File: config.mk
export PLATFORM = sky130hd
export DESIGN_NAME = mem_stage_sram_ctrl_flat
export DESIGN_NICKNAME = d
export VERILOG_FILES = /design/src/rtl/mem_stage_sram_ctrl_pkg.sv /design/src/rtl/mem_stage_sram_ctrl_if.sv /design/src/rtl/mem_stage_sram_ctrl_phase_counter.sv /design/src/rtl/mem_stage_sram_ctrl.sv /design/src/flat_wrapper.sv
export SDC_FILE = /design/constraint.sdc
export NUM_CORES = 1
export LEC_CHECK = 0
export CAP_MARGIN = 20
export CORE_MARGIN = 2
export CORE_UTILIZATION = 29
export CTS_BUF_LIST = sky130_fd_sc_hd__clkbuf_4
export DETAILED_ROUTE_END_ITERATION = 10
export MAX_ROUTING_LAYER = met4
export PLACE_DENSITY_LB_ADDON = 0.05
export SYNTH_ARGS = -nofsm -noshare
export SYNTH_HDL_FRONTEND = slang
export SYNTH_SLANG_ARGS = --single-unit
File: constraint.sdc
create_clock -name clk -period 1.5 [get_ports clk]
set_clock_uncertainty 0.2 [all_clocks]
set_input_delay 0.3 -clock clk [delete_from_list [all_inputs] [get_ports clk]]
set_output_delay 0.3 -clock clk [all_outputs]
set_load 0.01 [all_outputs]
File: src/rtl/mem_stage_sram_ctrl_pkg.sv
// Shared types and defaults for the MEM-stage SRAM controller.
package mem_stage_sram_ctrl_pkg;
    localparam int MEM_BASE_DEF      = 1024;
    localparam int SRAM_AW_DEF       = 18;
    localparam int ACCESS_CYCLES_DEF = 2;

    typedef enum logic [2:0] {
        IDLE,
        WR_LO,
        WR_HI,
        RD_LO,
        RD_HI,
        DONE
    } state_t;

    function automatic logic is_write(state_t s);
        return (s == WR_LO) || (s == WR_HI);
    endfunction
endpackage

File: src/rtl/mem_stage_sram_ctrl_if.sv
// Pad-side bus of the external asynchronous 16-bit SRAM.
interface mem_stage_sram_ctrl_if
    import mem_stage_sram_ctrl_pkg::*;
#(
    parameter int SRAM_AW = SRAM_AW_DEF
);
    logic [SRAM_AW-1:0] sram_addr;
    logic [15:0]        sram_dq_out;
    logic               sram_dq_oe;
    logic [15:0]        sram_dq_in;
    logic               sram_we_n;

    modport master (
        output sram_addr, sram_dq_out, sram_dq_oe, sram_we_n,
        input  sram_dq_in
    );

    modport slave (
        input  sram_addr, sram_dq_out, sram_dq_oe, sram_we_n,
        output sram_dq_in
    );
endinterface

File: src/rtl/mem_stage_sram_ctrl_phase_counter.sv
// Per-phase cycle counter: counts while enabled, restarts whenever the owning FSM changes state.
module mem_stage_sram_ctrl_phase_counter #(
    parameter int CYCLES = 2
) (
    input  logic clk,
    input  logic rst,
    input  logic en_i,
    input  logic clr_i,
    output logic last_o,
    output logic penult_o
);
    localparam int CNT_W = (CYCLES > 1) ? $clog2(CYCLES) : 1;

    logic [CNT_W-1:0] cnt_q, cnt_d;

    assign cnt_d    = (!en_i || clr_i) ? '0 : cnt_q + CNT_W'(1);
    assign last_o   = (cnt_q == CNT_W'(CYCLES - 1));
    assign penult_o = (cnt_q == CNT_W'(CYCLES - 2));

    always_ff @(posedge clk) begin
        if (!rst) cnt_q <= '0;
        else      cnt_q <= cnt_d;
    end
endmodule

File: src/rtl/mem_stage_sram_ctrl.sv
// MEM stage: splits each 32-bit load/store into two 16-bit SRAM phases and
// holds ready low while the access is in flight.
module mem_stage_sram_ctrl
    import mem_stage_sram_ctrl_pkg::*;
#(
    parameter int MEM_BASE      = MEM_BASE_DEF,
    parameter int SRAM_AW       = SRAM_AW_DEF,
    parameter int ACCESS_CYCLES = ACCESS_CYCLES_DEF
) (
    input  logic        clk,
    input  logic        rst,
    input  logic        wb_en_in,
    input  logic        mem_r_en_in,
    input  logic        mem_w_en_in,
    input  logic [31:0] alu_result_in,
    input  logic [31:0] val_rm_in,
    input  logic [3:0]  dest_in,
    output logic        wb_en,
    output logic        mem_r_en,
    output logic [3:0]  dest,
    output logic [31:0] alu_result,
    output logic [31:0] mem_read_value,
    output logic        ready,
    mem_stage_sram_ctrl_if.master sram
);
    localparam int WORD_W = SRAM_AW - 1;

    state_t             state_q, state_d;
    logic               we_n_q, we_n_d;
    logic               oe_q, oe_d;
    logic [31:0]        rd_q;
    logic               last, penult, cnt_en;
    logic [WORD_W-1:0]  word;
    logic [SRAM_AW-1:0] lo_addr, hi_addr;

    // Byte offset to halfword pair; upper bits fall off so addresses wrap.
    assign word    = WORD_W'((alu_result_in - 32'(MEM_BASE)) >> 2);
    assign lo_addr = {word, 1'b0};
    assign hi_addr = {word, 1'b1};
    assign cnt_en  = state_q inside {WR_LO, WR_HI, RD_LO, RD_HI};

    mem_stage_sram_ctrl_phase_counter #(.CYCLES(ACCESS_CYCLES)) u_cnt (
        .clk      (clk),
        .rst      (rst),
        .en_i     (cnt_en),
        .clr_i    (state_d != state_q),
        .last_o   (last),
        .penult_o (penult)
    );

    always_comb begin
        state_d = state_q;
        case (state_q)
            IDLE:    if (mem_w_en_in)      state_d = WR_LO;
                     else if (mem_r_en_in) state_d = RD_LO;
            WR_LO:   if (last) state_d = WR_HI;
            WR_HI:   if (last) state_d = DONE;
            RD_LO:   if (last) state_d = RD_HI;
            RD_HI:   if (last) state_d = DONE;
            DONE:    state_d = IDLE;
            default: state_d = IDLE;
        endcase
    end

    // Strobe is released for the final cycle of a write phase so address/data outlive it.
    assign we_n_d = !is_write(state_d) || ((state_d == state_q) && penult);
    assign oe_d   = is_write(state_d);

    always_ff @(posedge clk) begin
        if (!rst) begin
            state_q <= IDLE;
            we_n_q  <= 1'b1;
            oe_q    <= 1'b0;
            rd_q    <= '0;
        end else begin
            state_q <= state_d;
            we_n_q  <= we_n_d;
            oe_q    <= oe_d;
            if (state_q == RD_LO && last) rd_q[15:0]  <= sram.sram_dq_in;
            if (state_q == RD_HI && last) rd_q[31:16] <= sram.sram_dq_in;
        end
    end

    always_comb begin
        case (state_q)
            WR_LO:   sram.sram_dq_out = val_rm_in[15:0];
            WR_HI:   sram.sram_dq_out = val_rm_in[31:16];
            default: sram.sram_dq_out = '0;
        endcase
    end

    assign sram.sram_addr  = (state_q == WR_HI || state_q == RD_HI) ? hi_addr : lo_addr;
    assign sram.sram_we_n  = we_n_q;
    assign sram.sram_dq_oe = oe_q;

    assign ready = (state_q == DONE) ||
                   (state_q == IDLE && !mem_r_en_in && !mem_w_en_in);

    assign wb_en          = wb_en_in;
    assign mem_r_en       = mem_r_en_in;
    assign dest           = dest_in;
    assign alu_result     = alu_result_in;
    assign mem_read_value = rd_q;
endmodule

File: src/flat_wrapper.sv
// flat-port wrapper written by rule: the top's interface ports become plain ports
module mem_stage_sram_ctrl_flat import mem_stage_sram_ctrl_pkg::*;
#(
    parameter int MEM_BASE      = MEM_BASE_DEF,
    parameter int SRAM_AW       = SRAM_AW_DEF,
    parameter int ACCESS_CYCLES = ACCESS_CYCLES_DEF
)
  (clk, rst, wb_en_in, mem_r_en_in, mem_w_en_in, alu_result_in, val_rm_in, dest_in, wb_en, mem_r_en, dest, alu_result, mem_read_value, ready, sram_sram_addr, sram_sram_dq_out, sram_sram_dq_oe, sram_sram_we_n, sram_sram_dq_in);
  mem_stage_sram_ctrl_if #(.SRAM_AW(SRAM_AW)) sram_i ();
  input  logic clk;
  input  logic rst;
  input  logic wb_en_in;
  input  logic mem_r_en_in;
  input  logic mem_w_en_in;
  input  logic [31:0] alu_result_in;
  input  logic [31:0] val_rm_in;
  input  logic [3:0] dest_in;
  output logic wb_en;
  output logic mem_r_en;
  output logic [3:0] dest;
  output logic [31:0] alu_result;
  output logic [31:0] mem_read_value;
  output logic ready;
  output wire logic [$bits(sram_i.sram_addr)-1:0] sram_sram_addr;
  output wire logic [$bits(sram_i.sram_dq_out)-1:0] sram_sram_dq_out;
  output wire logic [$bits(sram_i.sram_dq_oe)-1:0] sram_sram_dq_oe;
  output wire logic [$bits(sram_i.sram_we_n)-1:0] sram_sram_we_n;
  input wire logic [$bits(sram_i.sram_dq_in)-1:0] sram_sram_dq_in;
  assign sram_sram_addr = sram_i.sram_addr;
  assign sram_sram_dq_out = sram_i.sram_dq_out;
  assign sram_sram_dq_oe = sram_i.sram_dq_oe;
  assign sram_sram_we_n = sram_i.sram_we_n;
  assign sram_i.sram_dq_in = sram_sram_dq_in;
  mem_stage_sram_ctrl #(.MEM_BASE(MEM_BASE), .SRAM_AW(SRAM_AW), .ACCESS_CYCLES(ACCESS_CYCLES)) u_core (.clk(clk), .rst(rst), .wb_en_in(wb_en_in), .mem_r_en_in(mem_r_en_in), .mem_w_en_in(mem_w_en_in), .alu_result_in(alu_result_in), .val_rm_in(val_rm_in), .dest_in(dest_in), .wb_en(wb_en), .mem_r_en(mem_r_en), .dest(dest), .alu_result(alu_result), .mem_read_value(mem_read_value), .ready(ready), .sram(sram_i));
endmodule
# Word level (Yosys, flattened, before mapping)
# Index checks and enable logic that the tools add are counted.
word_totals:
  register_bits: 38
  input_bits: 89
  output_inout_bits: 107
  word_cells: 45
op_classes:
  addsub: 2
  eq_ne: 9
  mux: 8
  bitwise_logic: 2
  reduce_logical: 18
op_table:
  columns: ["operator", "n"]
  rows:
  - ["16-bit one-hot mux with 2 select lines", 1]
  - ["19-bit by 11-bit subtractor with 19-bit output (second input constant)", 1]
  - ["3-bit two-way mux", 5]
  - ["3-bit one-hot mux with 4 select lines", 1]
  - ["3-bit by 2-bit == test with 1-bit output (second input constant)", 3]
  - ["3-bit by 1-bit == test with 1-bit output (second input constant)", 2]
  - ["3-bit == test (second input constant)", 2]
  - ["1-bit logical AND", 5]
  - ["1-bit logical OR", 5]
  - ["1-bit logical NOT", 4]
  - ["4-bit nonzero test", 1]
  - ["2-bit OR reduction", 2]
  - ["3-bit == test", 1]
  - ["3-bit logical NOT", 1]
  - ["3-bit inequality test", 1]
  - ["1-bit NOT", 2]
  - ["1-bit adder (second input constant)", 1]
  - ["1-bit two-way mux", 1]

# Depth between registers and ports, before layout
logic_depth:
  word_depth: 7
  depth_mapped: 6
  depth_no_buf: 5

# Hierarchy
# Synthesis repeated with hierarchy kept, for this count alone.
unflattened:
  cells_unflattened: 292
  hier_area_um2: 2289.7
modules_own_cells:
  columns: ["mod", "n_inst", "cells_each", "area_each_um2", "seq_area_each_um2"]
  rows:
  - ["mem_stage_sram_ctrl", 1, 289, 2253.4, 740.7]
  - ["mem_stage_sram_ctrl_phase_counter", 1, 3, 36.3, 20.0]

# Worst setup path before layout
# OpenSTA, ideal clock, no wires.
synth_path:
  path_type: "input-to-output"
  startpoint: "input port alu_result_in[10]"
  endpoint: "output port sram_sram_addr[13]"
  t_arrival_ps: 1324
  t_required_ps: 1000
  slack_ps: -324
  cell_stages: 5
  n_path_buf: 0
  cell_sequence: "inv_1 -> ha_1 -> inv_1 -> or3_2 -> xnor2_1"
synth_via:
  elab_chain_cells: 1
synth_rtl:
  columns: ["element", "line_no", "rtl"]
  rows:
  - ["from (decl)", "flat_wrapper.sv:15", "input logic [31:0] alu_result_in;"]
  - ["19-bit by 11-bit subtractor with 19-bit output", "mem_stage_sram_ctrl.sv:37", "assign word = WORD_W'((alu_result_in - 32'(MEM_BASE)) >> 2);"]
  - ["to (decl)", "flat_wrapper.sv:24", "output wire logic [$bits(sram_i.sram_addr)-1:0] sram_sram_addr;"]
# No other way between the ends.

# Final worst setup path
layout_path:
  startpoint: "input port alu_result_in[14]"
  endpoint: "output port sram_sram_addr[17]"
# The elaborated chain is that of the path after synthesis.

==> flow_metrics.env <==
export IMPL_status="finished with violations"
export IMPL_violations="negative setup slack"
export IMPL_syn_area_um2=2170
export IMPL_gp_congestion=0.771
export IMPL_hold_ws_ns=0.258
export IMPL_start_util=0.299
export IMPL_htree_levels=2
export IMPL_vias=2246
export IMPL_max_cap_violations=0
export IMPL_ys_ff_latch=38
export IMPL_grt_pass1_vias=2182
export IMPL_rsz0062_at_grt="yes"
export IMPL_fillers=726
export IMPL_postRouteAntennaNets=0
export IMPL_cts_root_buffer="clkbuf_4"
export IMPL_ioPinCount=196
export IMPL_rows=31
export IMPL_critPathSlowestCell="or4_4"
export IMPL_grt_max_degree=23
export IMPL_ys_flop_type="dfxtp_1"
export IMPL_clock_sinks=38
export IMPL_via_per_inst=4.49
export IMPL_hold_viol=0
export IMPL_path_class="in -> out"
export IMPL_numCtsBuffers=5
export IMPL_first_pass_iters=4
export IMPL_area_growth_pct=73.1
export IMPL_drt_iter0_drc=76
export IMPL_final_area_um2=3760
export IMPL_slew_limit_headroom=0.806
export IMPL_syn_nets=376
export IMPL_fmaxAchievable_mhz=515
export IMPL_post_route_util=0.518
export IMPL_power_mw=2.80
export IMPL_synth_area_per_cell_um2=7.59
export IMPL_hpwl_mm=4.98
export IMPL_vdd_ir_drop_max_mv=0.421
export IMPL_clkLatencyLatePin_ns=0.32
export IMPL_synth_warnings=0
export IMPL_synth_edf_count=0
export IMPL_core_um2=7250
export IMPL_cts_tree="yes"
export IMPL_wirelength_mm=7.12
export IMPL_track_usage=0.171
export IMPL_worstMarginPinSlew_ns=0.291
export IMPL_holdCritPathClass="reg -> reg"
export IMPL_setup_violations=43
export IMPL_synth_cells=286
export IMPL_setup_worst_path_end_class="output port"
export IMPL_nets=491
export IMPL_synth_top_area_frac=0.350
export IMPL_grt_pass1_wl_mm=11.1
export IMPL_dieArea_um2=8200
export IMPL_cp_max_fo=3
export IMPL_synthMostInstantiatedCell="nand2_1"
export IMPL_slew_violations=0
export IMPL_yosys_top_cells_area="dfxtp_1 35%, buf_4 16%, nand2_1 12%"
export IMPL_power_leakage_nw=1.55
export IMPL_cp_slowest_stage_delay_ns=0.59
export IMPL_drive_gt1_frac=0.364
export IMPL_synthTopCellsByCount="67 x nand2_1, 47 x buf_4, 38 x dfxtp_1, 35 x a21oi_1, 22 x nor2_1"
export IMPL_required_ns=1.00
export IMPL_die_x_um=90.5
export IMPL_clkTransAtPathRegs_ns=0.11
export IMPL_layout_setup_ws_ns=-0.441
export IMPL_synth_area_leader_cell="dfxtp_1"
export IMPL_synth_cell_types=34
export IMPL_crit_chain="buf_6, or4_4, nor4_4, xor2_1, buf_2"
export IMPL_wl_per_cell_um=14.2
export IMPL_io_buffers=131
export IMPL_diodes=0
export IMPL_fp_dieH_um=90.5
export IMPL_antenna_found_initial=0
export IMPL_place_ws_ns=-1.22
export IMPL_seq_area_frac_synth=0.350
export IMPL_clockBufferDepth=2
export IMPL_fin_crit_sh=1.29
export IMPL_final_cells=500
export IMPL_power_per_cell_area_nw_per_um2=746
export IMPL_synth_async_sr_flop_share=0
export IMPL_crit_path_start_kind="primary input"
export IMPL_dp_cells=479
export IMPL_place_area_um2=3530
export IMPL_min_period_ns=1.94
export IMPL_setup_tns_final_ns=-9.97
export IMPL_drc=0
export IMPL_overflow=0
export IMPL_worstPathArrival_ns=1.44
[power breakdown]
group          switching (mW)  internal, mW
logic                   0.465         0.603
registers              0.0307          1.04
clock network           0.324         0.337
[worst max-delay path: cells and delay by family]
kind,cells,cell delay [ns]
and+or+nand+nor,2,0.75
xor gates and xnor gates,1,0.16
buffers and inverters,2,0.23
[logic make-up (layout without fill, tap and decap cells)]
family / count (synthesis) / after routing / synth area share
xor+xnor: 8 / 8 / 0.0323
buf+inv: 73 / 188 / 0.215
fa+ha+maj: 1 / 1 / 0.00576
flops: 38 / 38 / 0.350
compound gates: 59 / 59 / 0.166
simple gates: 107 / 107 / 0.231
[path summary, 6_finish.rpt]
check                                 from                   endpoint  slack, ns  cells past startpoint
setup / recovery         alu_result_in[14]         sram_sram_addr[17]      -0.44                      5
hold / removal    u_core.mem_read_value[4]   u_core.mem_read_value[4]       0.26                      2
setup reg to reg         u_core.state_q[1]  u_core.mem_read_value[27]      -0.12                      6
hold reg to reg   u_core.mem_read_value[4]   u_core.mem_read_value[4]       0.26                      2
[timing repair]
item                       CTS  global route
cloned                       1             2
gates resized for setup    217            52
hold buffers                 0             0
pin swaps                   27            15
setup endpoints to repair   71            85
setup buffers               11             5
[registers in the layout, indices dropped and copies added (netlist names)]
name,cells
u_core.mem_read_value,32
u_core.state_q,3
u_core.sram.sram_dq_oe,1
u_core.u_cnt.last_o,1
u_core.sram.sram_we_n,1
[per-layer routing]
metal / track usage / wire length [µm] / part of all wire
met1: 0.201 / 2930 / 0.41
met2: 0.283 / 3600 / 0.51
met3: 0.0459 / 453 / 0.064
met4: 0.0603 / 134 / 0.019
met5: - / 0 / 0
[cell type report]
cell class	count	area (µm²)	area share
Clock buffer	5	37.5	0.00998
Clock inverter	2	33.8	0.00899
Inverter	7	28.8	0.00765
Multi-Input combinational cell	175	1170	0.312
Sequential cell	38	772	0.205
Tap cell	99	124	0.0329
Timing Repair Buffer	174	1590	0.423
[cells in the final DEF, fill, tap and decap left out, types with 4 or more instances in the layout]
cell type / netlist / final
buf_6: 0 / 15
clkdlybuf4s50_1: 0 / 53
nor2_1: 22 / 8
nand2_1: 67 / 65
buf_12: 0 / 6
a21oi_1: 35 / 27
buf_4: 47 / 25
nor2_2: 0 / 12
buf_2: 13 / 27
dlygate4sd2_1: 0 / 21
clkbuf_4: 0 / 5
clkbuf_2: 0 / 6
inv_1: 6 / 4
clkdlybuf4s15_1: 0 / 17
dfxtp_1: 38 / 33
a21oi_2: 0 / 8
xor2_1: 5 / 5
a22oi_2: 0 / 14
(Power assumes the default switching activity.)
